**src/rtl/alu_operand_stage.sv**
```systemverilog
// alu_operand_stage: operand-fetch stage in front of the 16-bit ALU.
// Holds the architectural register file, reads two sources per instruction
// with writeback write-through, tracks per-register pending writes to stall
// RAW/WAW hazards, and presents operands through a valid/ready register.
// Optional feature macro: ALU_OPSTAGE_IMM_EN enables the immediate operand B
// path; when undefined, in_use_imm/in_imm are ignored and B is always in_rb.
module alu_operand_stage #(
  parameter int INPUT_WIDTH = 16,
  parameter int REG_ADDR_W  = 3
) (
  input  logic                   clk,
  input  logic                   reset,
  input  logic                   in_valid,
  output logic                   in_ready,
  input  logic [3:0]             in_cop,
  input  logic [REG_ADDR_W-1:0]  in_ra,
  input  logic [REG_ADDR_W-1:0]  in_rb,
  input  logic [REG_ADDR_W-1:0]  in_rd,
  input  logic                   in_we,
  input  logic                   in_use_imm,
  input  logic [INPUT_WIDTH-1:0] in_imm,
  input  logic                   wb_en,
  input  logic [REG_ADDR_W-1:0]  wb_addr,
  input  logic [INPUT_WIDTH-1:0] wb_data,
  output logic                   out_valid,
  input  logic                   out_ready,
  output logic [INPUT_WIDTH-1:0] reg_A,
  output logic [INPUT_WIDTH-1:0] reg_B,
  output logic [3:0]             cop,
  output logic [REG_ADDR_W-1:0]  out_rd,
  output logic                   out_we
);

  localparam int DEPTH = 1 << REG_ADDR_W;

  logic [INPUT_WIDTH-1:0] rf_q [DEPTH];
  logic [INPUT_WIDTH-1:0] rf_d [DEPTH];
  logic [DEPTH-1:0]       pending_q, pending_d;
  logic                   out_valid_q, out_valid_d;
  logic [INPUT_WIDTH-1:0] reg_a_q, reg_a_d;
  logic [INPUT_WIDTH-1:0] reg_b_q, reg_b_d;
  logic [3:0]             cop_q, cop_d;
  logic [REG_ADDR_W-1:0]  out_rd_q, out_rd_d;
  logic                   out_we_q, out_we_d;

  logic                   use_imm;
  logic [DEPTH-1:0]       wb_mask;
  logic [DEPTH-1:0]       set_mask;
  logic [DEPTH-1:0]       eff_pend;
  logic [INPUT_WIDTH-1:0] opnd_a, opnd_rb, opnd_b;
  logic                   hazard;
  logic                   accept;

`ifdef ALU_OPSTAGE_IMM_EN
  assign use_imm = in_use_imm;
`else
  // Immediate path compiled out; ports stay for drop-in compatibility.
  logic unused_imm;
  assign unused_imm = ^{in_use_imm, in_imm};
  assign use_imm    = 1'b0;
`endif

  // Decode writeback and issue-time destination into one-hot register masks.
  always_comb begin
    wb_mask  = '0;
    set_mask = '0;
    if (wb_en) wb_mask[wb_addr] = 1'b1;
    if (accept && in_we) set_mask[in_rd] = 1'b1;
  end

  assign eff_pend = pending_q & ~wb_mask;

  // Source reads with same-cycle writeback forwarding.
  always_comb begin
    opnd_a  = (wb_en && (wb_addr == in_ra)) ? wb_data : rf_q[in_ra];
    opnd_rb = (wb_en && (wb_addr == in_rb)) ? wb_data : rf_q[in_rb];
`ifdef ALU_OPSTAGE_IMM_EN
    opnd_b  = use_imm ? in_imm : opnd_rb;
`else
    opnd_b  = opnd_rb;
`endif
  end

  // Hazard detection against pending writes, after this cycle's retirement.
  always_comb begin
    hazard = in_valid && (eff_pend[in_ra] ||
                          (!use_imm && eff_pend[in_rb]) ||
                          (in_we && eff_pend[in_rd]));
  end

  assign in_ready = (!out_valid_q || out_ready) && !hazard;
  assign accept   = in_valid && in_ready;

  // Next state of register file and scoreboard; issue set overrides wb clear.
  always_comb begin
    rf_d = rf_q;
    if (wb_en) rf_d[wb_addr] = wb_data;
    pending_d = eff_pend | set_mask;
  end

  // Next state of the output pipeline register.
  always_comb begin
    out_valid_d = out_valid_q;
    reg_a_d     = reg_a_q;
    reg_b_d     = reg_b_q;
    cop_d       = cop_q;
    out_rd_d    = out_rd_q;
    out_we_d    = out_we_q;
    if (accept) begin
      out_valid_d = 1'b1;
      reg_a_d     = opnd_a;
      reg_b_d     = opnd_b;
      cop_d       = in_cop;
      out_rd_d    = in_rd;
      out_we_d    = in_we;
    end else if (out_ready) begin
      out_valid_d = 1'b0;
    end
  end

  // State registers; reset also discards any writeback in the same cycle.
  always_ff @(posedge clk) begin
    if (reset) begin
      rf_q        <= '{default: '0};
      pending_q   <= '0;
      out_valid_q <= 1'b0;
      reg_a_q     <= '0;
      reg_b_q     <= '0;
      cop_q       <= '0;
      out_rd_q    <= '0;
      out_we_q    <= 1'b0;
    end else begin
      rf_q        <= rf_d;
      pending_q   <= pending_d;
      out_valid_q <= out_valid_d;
      reg_a_q     <= reg_a_d;
      reg_b_q     <= reg_b_d;
      cop_q       <= cop_d;
      out_rd_q    <= out_rd_d;
      out_we_q    <= out_we_d;
    end
  end

  assign out_valid = out_valid_q;
  assign reg_A     = reg_a_q;
  assign reg_B     = reg_b_q;
  assign cop       = cop_q;
  assign out_rd    = out_rd_q;
  assign out_we    = out_we_q;

endmodule

```
**config.mk**
```make
export PLATFORM = sky130hd
export DESIGN_NAME = alu_operand_stage
export DESIGN_NICKNAME = d
export VERILOG_FILES = /design/src/rtl/alu_operand_stage.sv
export SDC_FILE = /design/constraint.sdc
export NUM_CORES = 1
export LEC_CHECK = 0
export ABC_AREA = 1
export ABC_CLOCK_PERIOD_IN_PS = 3400
export CELL_PAD_IN_SITES_DETAIL_PLACEMENT = 1
export CELL_PAD_IN_SITES_GLOBAL_PLACEMENT = 2
export CORE_MARGIN = 3
export CORE_UTILIZATION = 35
export CTS_BUF_LIST = sky130_fd_sc_hd__clkbuf_4
export DETAILED_ROUTE_END_ITERATION = 10
export PLACE_DENSITY_LB_ADDON = 0.1
export SYNTH_ARGS = -nofsm -noshare
export SYNTH_HDL_FRONTEND = slang
export SYNTH_SLANG_ARGS = --single-unit
```
**constraint.sdc**
```tcl
create_clock -name clk -period 3.4 [get_ports clk]
set_clock_uncertainty 0.1 [all_clocks]
set_input_delay 0.68 -clock clk [delete_from_list [all_inputs] [get_ports clk]]
set_output_delay 0.68 -clock clk [all_outputs]
set_load 0.1 [all_outputs]
```
Yosys cells after proc, flatten, opt, wreduce, memory -nomap -nowiden
Index checks and enable logic that the tools add are counted.

Register bits after elaboration: 177. Bits in latches: 0. Memory bits (writable): 0. Memory bits (read-only): 0. Bits of input ports: 55. Memories: 0.

Add/subtract/negate cells: 0. Multipliers: 0. Divide/modulo/power cells: 0. Magnitude comparators: 10. Eq/ne operators: 2. Shift-type cells: 0. Mux-type cells: 25. Bitwise gates (word level): 6. Reductions and logical operators: 16.

Operators with widths (number): $bwmux 128 (1); $mux 16 (7); $bmux 16 s3 (2); $demux 16 s3 (1); $lt 3x4->1 const B (4); $mux 8 (2); $ge 4x4->1 const B (3); $not 3->4 (3); $logic_and 1x1->1 (10); $bmux 1 s3 (3); $and 8x8->8 (1); $not 8->8 (1); $or 8x8->8 (1); $mux 1 (7); $demux 1 s3 (2); $eq 3x3->1 (2); $ge 3x1->1 const B (2); $lt 4x1->1 const B (1); $logic_or 1x1->1 (3); $logic_not 1->1 (2); $reduce_bool 2->1 (1).

Longest topological paths before layout
Depth after elaboration: 18. Depth in mapped cells: 15. Gate-level depth less buffers: 13.

Least setup slack after synthesis
Ideal clock, no wire load.

Path type: input to output. Start point: input wb_en. End point: output in_ready. Arrival: 2.953 ns. Data required time: 2.620 ns. Path slack: -0.333 ns. Stages: 11. Path buffers: 1. Cell sequence: inv_1 nor2_1 buf_4 nand2_1 nand3_1 nand3_1 nand2_1 nand2_1 nand2_1 nand3_2 a21oi_1.

Longest elaborated chain between the ends: 10. Elaborated cells on any way between the ends: 15.

Ends and longest elaborated chain: from (decl) (line 22) `input logic wb_en,`; $mux 8 (*) (line 67) `if (wb_en) wb_mask[wb_addr] = 1'b1;`; $not 8->8 (*) (line 71) `assign eff_pend = pending_q & ~wb_mask;`; $and 8x8->8 (*) (line 71); $bmux 1 s3, on equally long branches (line 86, 87, 88); $mux 1, on equally long branches (line 86, 87, 88); $logic_or 1x1->1 / $logic_and 1x1->1 (equally long branches) (line 86, 88); $logic_or 1x1->1 (*) (line 87) `(!use_imm && eff_pend[in_rb]) ||`; $logic_and 1x1->1 (*) (line 86) `hazard = in_valid && (eff_pend[in_ra] ||`; $logic_not 1->1 (*) (line 91) `assign in_ready = (!out_valid_q || out_ready) && !hazard;`; $logic_and 1x1->1 (*) (line 91); to (decl) (line 14) `output logic in_ready,`.

Mark *: on every way between the ends. The rest lies on a longest branch, timed or not. The select of a mux whose other input is x is not followed.

Worst setup path after layout
Same ends and word-level chain as after synthesis.

==> flow_metrics.py <==
metrics = {
    "status": {
        "status": "finished clean",
    },
    "grt": {
        "gr-total-overflow": 0,
        "grt.total_usage": 0.266,
        "antenna_found_initial": 2,
        "grt_pass1_wl_mm": 54.9,
        "grt_pass1_vias": 9385,
        "grt_max_degree": 61,
    },
    "clock_network": {
        "cts_buffers": 17,
        "clk_latency_ns": 0.59,
        "clk_path_buf_depth": 2,
        "post-cts-setup-buffer-count": 0,
        "cts_tree": "built",
        "cts_root_buf": "clkbuf_4",
        "clkSlewWorstSetupHoldPaths_ns": 0.16,
        "htreeDepth": 4,
        "clock_sinks": 177,
        "hold_buffers": 0,
    },
    "floorplan": {
        "ios": 97,
        "rows": 57,
        "start_util": 0.358,
        "dieHeight_um": 164,
        "dieArea_sq_mm": 0.0269,
        "core-area_sq_mm": 0.0244,
        "die_x_um": 164,
    },
    "sta": {
        "min_period_ns": 3.28,
        "setup_viol": 0,
        "timing.final.crit_share": 0.965,
        "hold_violations": 0,
        "relSlewSlack": 0.447,
        "tightest_slew_ns": 0.820,
        "final_max_slew_viol_count": 0,
        "fmax_ghz": 0.305,
        "finalSetupTns_ns": 0,
        "rsz0062_at_grt": "no",
    },
    "pwr": {
        "total_power_mw": 4.94,
        "p_per_area_mw_per_mm2": 477,
        "p_clk_frac": 0.318,
        "p_seq_frac": 0.451,
        "peakVddDrop_uv": 221,
        "internal_power_mw": 3.22,
        "p_comb_frac": 0.230,
        "p_sw_mw": 1.71,
        "swShare": 0.347,
        "p_leak_nw": 4.18,
    },
    "final_layout": {
        "nets": 1423,
        "area_growth_pct": 18.5,
        "final_util": 0.424,
        "multi_input_area_sq_mm": 0.00454,
        "regArea_sq_mm": 0.00354,
        "layout-drive-gt1-share": 0.110,
        "nFillCells": 3199,
    },
    "hold_path": {
        "hold_start": "reg_A[5]",
        "min_path_type": "reg2reg",
    },
    "critical_path": {
        "worstPathMaxFanout": 5,
        "critical_path.top_delay_family": "buffers and inverters",
        "r2r_slack_ns": 1.42,
        "worst-path-buf-inv": 5,
        "max_stage_delay_ns": 0.49,
        "cp-startpoint": "wb_en",
        "crit_arrival_ns": 2.50,
        "cp_common_cell": "nor2_1",
        "rr_startpoint": "pending_q[0]",
        "end_kind": "primary output",
        "cp_cell_sequence": "clkdlybuf4s50_1 -> inv_1 -> nor2_1 -> buf_4 -> nand2_2 -> inv_1 -> nor2_1 -> nor2_1 -> nor2_1 -> nand3_1 -> nand3_4 -> a21oi_4 -> buf_12",
        "worstSetupPathType": "in2out",
        "worstPathRequired_ns": 2.62,
        "cpMaxStageDelayCell": "clkdlybuf4s50_1",
        "critPathLaunchType": "primary input",
    },
    "logic_synthesis": {
        "async_flop_share": 0,
        "synth.largest_area_cell": "dfxtp_1",
        "syn_area_sq_mm": 0.00873,
        "synth_most_common_cell": "o21ai_0",
        "synth_nets": 1376,
        "ys_types": 24,
        "syn_avg_cell_area_sq_um": 6.61,
        "syn_inst": 1321,
        "synth.ff_latch_count": 177,
        "ys_top_cells_by_area": "dfxtp_1 41%, o21ai_0 18%, a21oi_1 9.9%, nor2_1 9.2%, nand2_1 5.9%",
        "synth_common_cells": "309 x o21ai_0, 213 x nor2_1, 177 x dfxtp_1, 172 x a21oi_1, 137 x nand2_1",
        "ys_warn_count": 0,
        "synth_ff_type": "dfxtp_1",
        "synth_edf_count": 0,
        "synth_top_area_frac": 0.406,
        "ys_seq_area_frac": 0.406,
    },
    "detailed_routing": {
        "num_vias": 9409,
        "routed_wl_mm": 35.4,
        "drc_errors": 0,
        "viasPerCell": 5.51,
        "first_pass_iters": 5,
        "dr.first_iter.drc_count": 689,
        "wire_per_inst_um": 20.8,
        "drtAntennaViolNets": 0,
    },
    "placement": {
        "place.gp.congestion": 0.796,
        "place.detailed.hpwl_mm": 22.2,
        "portBuffers": 79,
    },
    "run": {
        "maxCapViolCount": 0,
    },
}
sequential cells by signal (all words and copies together), names as in the netlist:
register and cells:
cop 4, out_rd 3, out_valid 1, out_we 1
pending_q 8, reg_A 16, reg_B 16, rf_q 128
through the flow:
stage               instance area [sq um]  hold slack, ns  cells  setup WS (ns)
global placement                     9900           0.330   1673        0.00957
CTS                                 10300           0.357   1705         0.0376
finish                              10300           0.353   1707          0.119
global route                        10300           0.353   1707        0.00404
detailed placement                   9900           0.334   1673        0.00293
floorplan                            8730           0.355   1321          0.220
cell usage in the layout (no fill, tap or decap), types with 2 or more instances in the layout:
cell and instances:
a21oi_1 171, buf_12 6, buf_2 2, buf_4 93
bufinv_16 6, clkbuf_4 17, clkdlybuf4s50_1 32, clkinv_1 4
dfxtp_1 177, diode_2 2, dlymetal6s2s_1 2, inv_1 70
inv_2 4, inv_6 6, nand2_1 131, nand2_2 7
nand3_1 47, nor2_1 213, nor3_1 2, nor3_2 5
o21ai_0 309, o22ai_1 66
logic make-up after synthesis:
family	synth area share
compound gates	0.325
simple gates	0.187
flops	0.406
buf+inv	0.0817
worst paths after layout:
path,endpoint,cells after the start
max,in_ready,13
min,reg_A[5],2
max reg2reg,reg_A[1],10
min reg2reg,reg_A[5],2
routing by layer:
layer  part of all wire  vias up  routed length (um)  global-route usage
met1               0.47     4572               16600               0.360
met3              0.043       35                1510              0.0388
met4              0.021        0                 749              0.0784
li1                   -     4589                   -                   -
met5                  0        -                   0                   0
met2               0.47      213               16600               0.438
power groups by stage:
stage	logic (mW)	registers, mW	clock network (mW)
CTS	1.13	2.23	1.62
floorplan	0.465	2.54	0
global placement	1.12	2.27	0
finish	1.14	2.23	1.57
global route	1.23	2.24	1.70
detailed placement	1.12	2.27	0
final cells by class:
type	count	share of cell area
inverters	77	0.0282
repair buffers	136	0.114
clock inverters	15	0.0241
clock buffers	17	0.0123
multi-input cells	959	0.439
diodes	2	0.000484
well taps	324	0.0392
flip-flops and latches	177	0.343
worst min-delay path, cell delays in order, from the launching register on:
cell and delay [ns]:
dfxtp_1 0.34, inv_1 0.05, a21oi_1 0.05
what timing repair did:
action                     4_1_cts  5_1_grt
setup endpoints to repair        1        1
gates resized for setup          1       16
pin swaps                        0        2
No activity file was read; power rests on OpenSTA's default activity.
